<file path="src/rtl/mdio_phy_responder.sv">
// Clause-22 MDIO responder (PHY side).
// MDC/MDIO are oversampled on clock_50m; frames addressed to PHY_ADDR read or
// write a 32 x 16 register file, and read data is driven back on MDIO.
module mdio_phy_responder #(
    parameter logic [4:0]  PHY_ADDR     = 5'd1,
    parameter int          PREAMBLE_MIN = 32,
    parameter logic [15:0] REG0_RST     = 16'h1140,
    parameter logic [15:0] REG2_RST     = 16'h0141
) (
    input  logic        clock_50m,
    input  logic        reset,
    input  logic        phy_mdc,
    input  logic        mdio_i,
    output logic        mdio_o,
    output logic        mdio_oe,
    input  logic        link_up,
    output logic        wr_valid,
    output logic [4:0]  wr_addr,
    output logic [15:0] wr_data,
    output logic        rd_valid,
    output logic        frame_err,
    output logic        busy
);

    localparam logic [15:0] REG3_RST = 16'h0DD1;
    localparam logic [15:0] REG1_VAL = 16'h7949;
    localparam int          PCW      = $clog2(PREAMBLE_MIN + 1);
    localparam logic [PCW-1:0] PRE_MAX = PCW'(PREAMBLE_MIN);

    typedef enum logic [2:0] {
        S_IDLE, S_ST, S_OP, S_PHYAD, S_REGAD, S_TA, S_DATA
    } state_t;

    state_t            state_q, state_d;
    logic [2:0]        mdc_sync_q, mdc_sync_d;
    logic [1:0]        mdio_sync_q, mdio_sync_d;
    logic [PCW-1:0]    pre_cnt_q, pre_cnt_d;
    logic [4:0]        bit_cnt_q, bit_cnt_d;
    logic              is_read_q, is_read_d;
    logic              match_q, match_d;
    logic [4:0]        phyad_q, phyad_d;
    logic [4:0]        regad_q, regad_d;
    logic [15:0]       shift_q, shift_d;
    logic [15:0]       idle_cnt_q, idle_cnt_d;
    logic [31:0][15:0] regs_q, regs_d;
    logic              mdio_o_q, mdio_o_d;
    logic              mdio_oe_q, mdio_oe_d;
    logic              wr_valid_q, wr_valid_d;
    logic [4:0]        wr_addr_q, wr_addr_d;
    logic [15:0]       wr_data_q, wr_data_d;
    logic              rd_valid_q, rd_valid_d;
    logic              frame_err_q, frame_err_d;
    logic              busy_q, busy_d;

    logic              rise, fall, bit_in;
    logic              err, done, tmo;
    logic [4:0]        rd_addr;
    logic [15:0]       rd_word, wr_word;

    // Frame decoder, register file and MDIO drive: all next-state logic.
    always_comb begin
        state_d     = state_q;
        mdc_sync_d  = {mdc_sync_q[1:0], phy_mdc};
        mdio_sync_d = {mdio_sync_q[0], mdio_i};
        pre_cnt_d   = pre_cnt_q;
        bit_cnt_d   = bit_cnt_q;
        is_read_d   = is_read_q;
        match_d     = match_q;
        phyad_d     = phyad_q;
        regad_d     = regad_q;
        shift_d     = shift_q;
        idle_cnt_d  = idle_cnt_q;
        regs_d      = regs_q;
        mdio_o_d    = mdio_o_q;
        mdio_oe_d   = mdio_oe_q;
        wr_valid_d  = 1'b0;
        wr_addr_d   = wr_addr_q;
        wr_data_d   = wr_data_q;
        rd_valid_d  = 1'b0;
        frame_err_d = 1'b0;
        busy_d      = busy_q;
        err         = 1'b0;
        done        = 1'b0;
        tmo         = 1'b0;

        rise    = mdc_sync_q[1] & ~mdc_sync_q[2];
        fall    = ~mdc_sync_q[1] & mdc_sync_q[2];
        bit_in  = mdio_sync_q[1];
        rd_addr = {regad_q[3:0], bit_in};
        rd_word = (rd_addr == 5'd1) ? {REG1_VAL[15:3], link_up, REG1_VAL[1:0]}
                                    : regs_q[rd_addr];
        wr_word = {shift_q[14:0], bit_in};

        // Soft reset restores the whole control word; restart-AN just drops.
        if (regs_q[0][15])
            regs_d[0] = REG0_RST;
        else if (regs_q[0][9])
            regs_d[0][9] = 1'b0;

        case (state_q)
            S_IDLE: if (rise) begin
                if (bit_in) begin
                    if (pre_cnt_q != PRE_MAX) pre_cnt_d = pre_cnt_q + 1'b1;
                end else if (pre_cnt_q == PRE_MAX) begin
                    state_d   = S_ST;
                    busy_d    = 1'b1;
                    pre_cnt_d = '0;
                end else begin
                    pre_cnt_d = '0;
                end
            end
            S_ST: if (rise) begin
                if (bit_in) begin
                    state_d   = S_OP;
                    bit_cnt_d = '0;
                end else begin
                    err = 1'b1;
                end
            end
            // First opcode bit is 1 for read; the second must be its complement.
            S_OP: if (rise) begin
                if (bit_cnt_q == 5'd0) begin
                    is_read_d = bit_in;
                    bit_cnt_d = 5'd1;
                end else if (bit_in == is_read_q) begin
                    err = 1'b1;
                end else begin
                    state_d   = S_PHYAD;
                    bit_cnt_d = '0;
                end
            end
            S_PHYAD: if (rise) begin
                phyad_d = {phyad_q[3:0], bit_in};
                if (bit_cnt_q == 5'd4) begin
                    state_d   = S_REGAD;
                    bit_cnt_d = '0;
                end else begin
                    bit_cnt_d = bit_cnt_q + 1'b1;
                end
            end
            S_REGAD: if (rise) begin
                regad_d = rd_addr;
                if (bit_cnt_q == 5'd4) begin
                    match_d   = (phyad_q == PHY_ADDR);
                    state_d   = S_TA;
                    bit_cnt_d = '0;
                    if (is_read_q && phyad_q == PHY_ADDR) begin
                        shift_d    = rd_word;
                        rd_valid_d = 1'b1;
                    end
                end else begin
                    bit_cnt_d = bit_cnt_q + 1'b1;
                end
            end
            // Read turnaround is paced by falls: release, then drive the 0.
            S_TA: if (is_read_q) begin
                if (fall) begin
                    if (bit_cnt_q == 5'd0) begin
                        bit_cnt_d = 5'd1;
                    end else begin
                        mdio_oe_d = match_q;
                        mdio_o_d  = 1'b0;
                        state_d   = S_DATA;
                        bit_cnt_d = '0;
                    end
                end
            end else if (rise) begin
                if (bit_cnt_q == 5'd0) begin
                    if (!bit_in) err = 1'b1;
                    else         bit_cnt_d = 5'd1;
                end else begin
                    state_d   = S_DATA;
                    bit_cnt_d = '0;
                end
            end
            S_DATA: if (is_read_q) begin
                if (fall) begin
                    if (bit_cnt_q == 5'd16) begin
                        done = 1'b1;
                    end else begin
                        mdio_o_d  = match_q & shift_q[15];
                        shift_d   = {shift_q[14:0], 1'b0};
                        bit_cnt_d = bit_cnt_q + 1'b1;
                    end
                end
            end else if (rise) begin
                shift_d = wr_word;
                if (bit_cnt_q == 5'd15) begin
                    done = 1'b1;
                    if (match_q) begin
                        wr_valid_d = 1'b1;
                        wr_addr_d  = regad_q;
                        wr_data_d  = wr_word;
                        if (regad_q > 5'd3 || regad_q == 5'd0)
                            regs_d[regad_q] = wr_word;
                    end
                end else begin
                    bit_cnt_d = bit_cnt_q + 1'b1;
                end
            end
            default: err = 1'b1;
        endcase

        // A stalled MDC mid-frame must not leave the pad driven forever.
        if (state_q != S_IDLE) begin
            if (rise || fall)             idle_cnt_d = '0;
            else if (idle_cnt_q == '1)    tmo = 1'b1;
            else                          idle_cnt_d = idle_cnt_q + 1'b1;
        end else begin
            idle_cnt_d = '0;
        end

        if (err || done || tmo) begin
            state_d     = S_IDLE;
            busy_d      = 1'b0;
            pre_cnt_d   = '0;
            bit_cnt_d   = '0;
            idle_cnt_d  = '0;
            mdio_oe_d   = 1'b0;
            mdio_o_d    = 1'b0;
            frame_err_d = err | tmo;
        end
    end

    // State register with synchronous reset to the power-on register image.
    always_ff @(posedge clock_50m) begin
        if (reset) begin
            state_q     <= S_IDLE;
            mdc_sync_q  <= '0;
            mdio_sync_q <= '0;
            pre_cnt_q   <= '0;
            bit_cnt_q   <= '0;
            is_read_q   <= 1'b0;
            match_q     <= 1'b0;
            phyad_q     <= '0;
            regad_q     <= '0;
            shift_q     <= '0;
            idle_cnt_q  <= '0;
            regs_q      <= '0;
            regs_q[0]   <= REG0_RST;
            regs_q[2]   <= REG2_RST;
            regs_q[3]   <= REG3_RST;
            mdio_o_q    <= 1'b0;
            mdio_oe_q   <= 1'b0;
            wr_valid_q  <= 1'b0;
            wr_addr_q   <= '0;
            wr_data_q   <= '0;
            rd_valid_q  <= 1'b0;
            frame_err_q <= 1'b0;
            busy_q      <= 1'b0;
        end else begin
            state_q     <= state_d;
            mdc_sync_q  <= mdc_sync_d;
            mdio_sync_q <= mdio_sync_d;
            pre_cnt_q   <= pre_cnt_d;
            bit_cnt_q   <= bit_cnt_d;
            is_read_q   <= is_read_d;
            match_q     <= match_d;
            phyad_q     <= phyad_d;
            regad_q     <= regad_d;
            shift_q     <= shift_d;
            idle_cnt_q  <= idle_cnt_d;
            regs_q      <= regs_d;
            mdio_o_q    <= mdio_o_d;
            mdio_oe_q   <= mdio_oe_d;
            wr_valid_q  <= wr_valid_d;
            wr_addr_q   <= wr_addr_d;
            wr_data_q   <= wr_data_d;
            rd_valid_q  <= rd_valid_d;
            frame_err_q <= frame_err_d;
            busy_q      <= busy_d;
        end
    end

    assign mdio_o    = mdio_o_q;
    assign mdio_oe   = mdio_oe_q;
    assign wr_valid  = wr_valid_q;
    assign wr_addr   = wr_addr_q;
    assign wr_data   = wr_data_q;
    assign rd_valid  = rd_valid_q;
    assign frame_err = frame_err_q;
    assign busy      = busy_q;

endmodule

</file>
<file path="config.mk">
export PLATFORM = sky130hd
export DESIGN_NAME = mdio_phy_responder
export DESIGN_NICKNAME = d
export VERILOG_FILES = /design/src/rtl/mdio_phy_responder.sv
export SDC_FILE = /design/constraint.sdc
export NUM_CORES = 1
export LEC_CHECK = 0
export CORE_ASPECT_RATIO = 1.75
export CORE_UTILIZATION = 50
export DETAILED_ROUTE_END_ITERATION = 8
export GPL_ROUTABILITY_DRIVEN = 0
export PLACE_DENSITY = 0.66
export SYNTH_ARGS = -nofsm -noshare
export SYNTH_HDL_FRONTEND = slang
export SYNTH_SLANG_ARGS = --single-unit
</file>
<file path="constraint.sdc">
create_clock -name clock_50m -period 3.8 [get_ports clock_50m]
set_clock_uncertainty 0.15 [all_clocks]
set_input_delay 0.38 -clock clock_50m [delete_from_list [all_inputs] [get_ports clock_50m]]
set_output_delay 0.38 -clock clock_50m [all_outputs]
set_load 0.05 [all_outputs]
</file>
==> run metrics <==
status=finished clean; Reg power frac=0.508; #FFs+latches synth=602; die height=~310 µm; # DRC=0; post-route setup slack=0.5982 ns; VDD IR-drop max=0.0003525 V; CP cell instances=ha_1 -> and3_1 -> ha_1 -> nand3b_1 -> nor2_2 -> buf_4 -> nand3_1 -> nand2_1 -> a21oi_1; worst r2r src=bit_cnt_q[1]$_SDFFE_PP0P_; yosys warns=0; Main synth FF type=dfxtp_1; internal power=9747 µW; number of synthesized flops with an enable pin=0; dpl ws=0.7101 ns; Final Max Slew Viols=0; CP startpoint kind=flip-flop; syn_area_per_cell=8.912 µm²; post-synthesis xor/xnor area fraction=0.003894; cell count after synthesis=3029; fmax=0.3123 GHz; Sw Ratio=0.2156; Post-Route WL=82690 µm; antenna fix cells=0; Critical Path AT=3.52 ns; minimum clock period=3.202 ns; fraction of layout cells with a size suffix above 1=0.1277; Slew @ Worst Pin=about 1.3 ns; commonest cells in the netlist=nand2_1, dfxtp_1, a21oi_1; Final HPWL DP=about 53000 µm; area leader, netlist=dfxtp_1; vias in the first global route=22020; switching pwr=2679 µW; Unique masters post-synth=92; syn nets=between 3000 and 4000; final net count=between 2000 and 3000; asr flop ratio synth=0; Total GRT Usage=0.2990; routed len/inst=around 23 µm; Initial Utilization=0.5056; largest family of logic cells by synthesized area=simple AND/OR/NAND/NOR gates; Worst Setup SP=bit_cnt_q[1]$_SDFFE_PP0P_; chip width=177.6 µm; Fin Setup TNS=0 ns; critical path required time=4.12 ns; CTS Buf Count=between 50 and 60; multi-input combinational cell area=between 10000 and 15000 µm²; most numerous cell in the Yosys netlist=nand2_1; crit-path most repeated cell=ha_1; Critical Path Sink Type=flip-flop; floorplan row count=approximately 110; die area=54960 µm²; Synth Area in Compound Gates=0.1356; cts repair resizes=0; max-slew headroom at the worst pin=0.1602; HP Start=reset; Power Density=419.5 nW/µm²; H-tree Lvls=2; unrepaired setup endpoints after global routing=no; core area=53390 µm²; # IOs=32; Total Power=12430 µW; Slowest Stage Delay on Critical Path=0.52 ns; initial antenna violation count=0; Hold-fix buffers, CTS=0; Fillers=4711; Longest Clk Path Bufs=3; main area contributors after synthesis=dfxtp_1, nand2_1, mux2i_1; drt pass-1 iters=8; vias=approximately 22000; post-synthesis sequential area ratio=0.4465; cell area after synthesis=about 27000 µm²; Max-Cap Viols=0; clock sink count=602; Simple-Gate Fraction of Synth Area=0.1966; Tcrit/Tclk final=0.8426; Final setup viols=0; clk slew on worst S/H paths=0.07 ns; Area Overhead vs Synth=9.734%; CTS root buffer=clkbuf_16; Synth Area in Adders=0.005562; Yosys top cell area share=0.4465; Crit Path Max Fanout=22; first-pass GRT wire length=126500 µm; Via-to-Cell Ratio=6.078; Port-buffer cells=31; final hold violations=0; CTS tree=done; mux cell area share after synthesis=0.1566; setup bufs post-CTS=0; Critical-path top delay cell=nand3_1; Setup Crit Path Kind=reg -> reg; largest net degree at the start of global routing=167; clk_lat worst skew=~0.61 ns; GRT overflow=0; DRT iter0 DRCs=around 1800; Lkg Pwr=0.009655 µW; sequential cell area=12060 µm²; cell family with most CP delay=simple AND/OR/NAND/NOR gates; Hold/Removal Path Class=in -> reg; logic gate share of total power=0.018; Detail Route Antenna Nets=0; clock share of power=0.474; CP Buf/Inv Count=1
==> layout make-up <==
cell class	count	area share
Clock buffer	79	0.05774
Multi-Input combinational cell	2123	0.4552
Timing Repair Buffer	139	0.04097
Sequential cell	602	0.4072
Inverter	20	0.002534
Clock inverter	21	0.007392
Tap cell	684	0.02889
==> metrics by stage <==
step / util / hold WS, ns / std cells / cell area (µm²)
global placement: 0.5187 / 0.2712 / 3568 / 27690
finish: 0.5548 / 0.1236 / 3668 / 29620
CTS: 0.5548 / 0.1350 / 3668 / 29620
floorplan: - / 0.2615 / 3029 / 26990
global route: 0.5548 / 0.1939 / 3668 / 29620
detailed placement: 0.5187 / 0.2777 / 3568 / 27690
==> state kept, by name, indices dropped and copies added, names as in the netlist, 6 cells and up <==
register,flops
regs_q,512
idle_cnt_q,16
shift_q,16
wr_data,16
pre_cnt_q,6
==> kinds of logic after synthesis <==
logic type | count (synthesis)
multiplexers | 322
flip-flops | 602
XOR/XNOR | 12
AO/OA/AOI/OAI | 616
buffers and inverters | 304
AND/OR/NAND/NOR | 1161
adder cells (fa/ha/maj) | 12
==> routing by layer <==
layer	global-route usage	routed length, µm
met1	0.3306	29970
met2	0.5263	41950
met3	0.04326	4859
met4	0.2017	5908
met5	0	0
==> power by group through the flow <==
stage,clock network (µW),registers [µW],logic [µW]
2_1_floorplan,0,6450,158
3_3_place_gp,0,6460,214
3_5_place_dp,0,6460,216
4_1_cts,5960,6310,217
5_1_grt,6200,6310,234
6_report,5890,6310,223
==> placed cells by master, fill, tap and decap left out, types with 14 or more instances in the layout <==
| cell | n |
|---|---|
| nand2_1 | 619 |
| dfxtp_1 | 599 |
| a21oi_1 | 383 |
| nor2_1 | 219 |
| mux2i_1 | 215 |
| buf_4 | 101 |
| nand3_1 | 97 |
| mux4_2 | 76 |
| o21ai_0 | 66 |
| nor2b_1 | 65 |
| clkbuf_16 | 58 |
| mux2_2 | 30 |
| clkdlybuf4s50_1 | 30 |
| and2_1 | 24 |
| a22oi_1 | 20 |
| a221oi_1 | 19 |
| inv_1 | 18 |
| o221ai_1 | 18 |
| clkbuf_8 | 18 |
| nor3_1 | 16 |
| nand3b_1 | 15 |
| or2_2 | 14 |
| o22ai_1 | 14 |
==> worst paths after layout <==
| check | to | slack [ns] | cells past startpoint |
|---|---|---|---|
| worst min register to register | regs_q[54]$_SDFFE_PP1P_ | 0.30 | 1 |
| worst min-delay path | is_read_q$_SDFFE_PP0P_ | 0.12 | 2 |
| worst max register to register | regs_q[163]$_SDFFE_PP0P_ | 0.60 | 9 |
| worst max-delay path | regs_q[163]$_SDFFE_PP0P_ | 0.60 | 9 |
(Power assumes the default switching activity.)
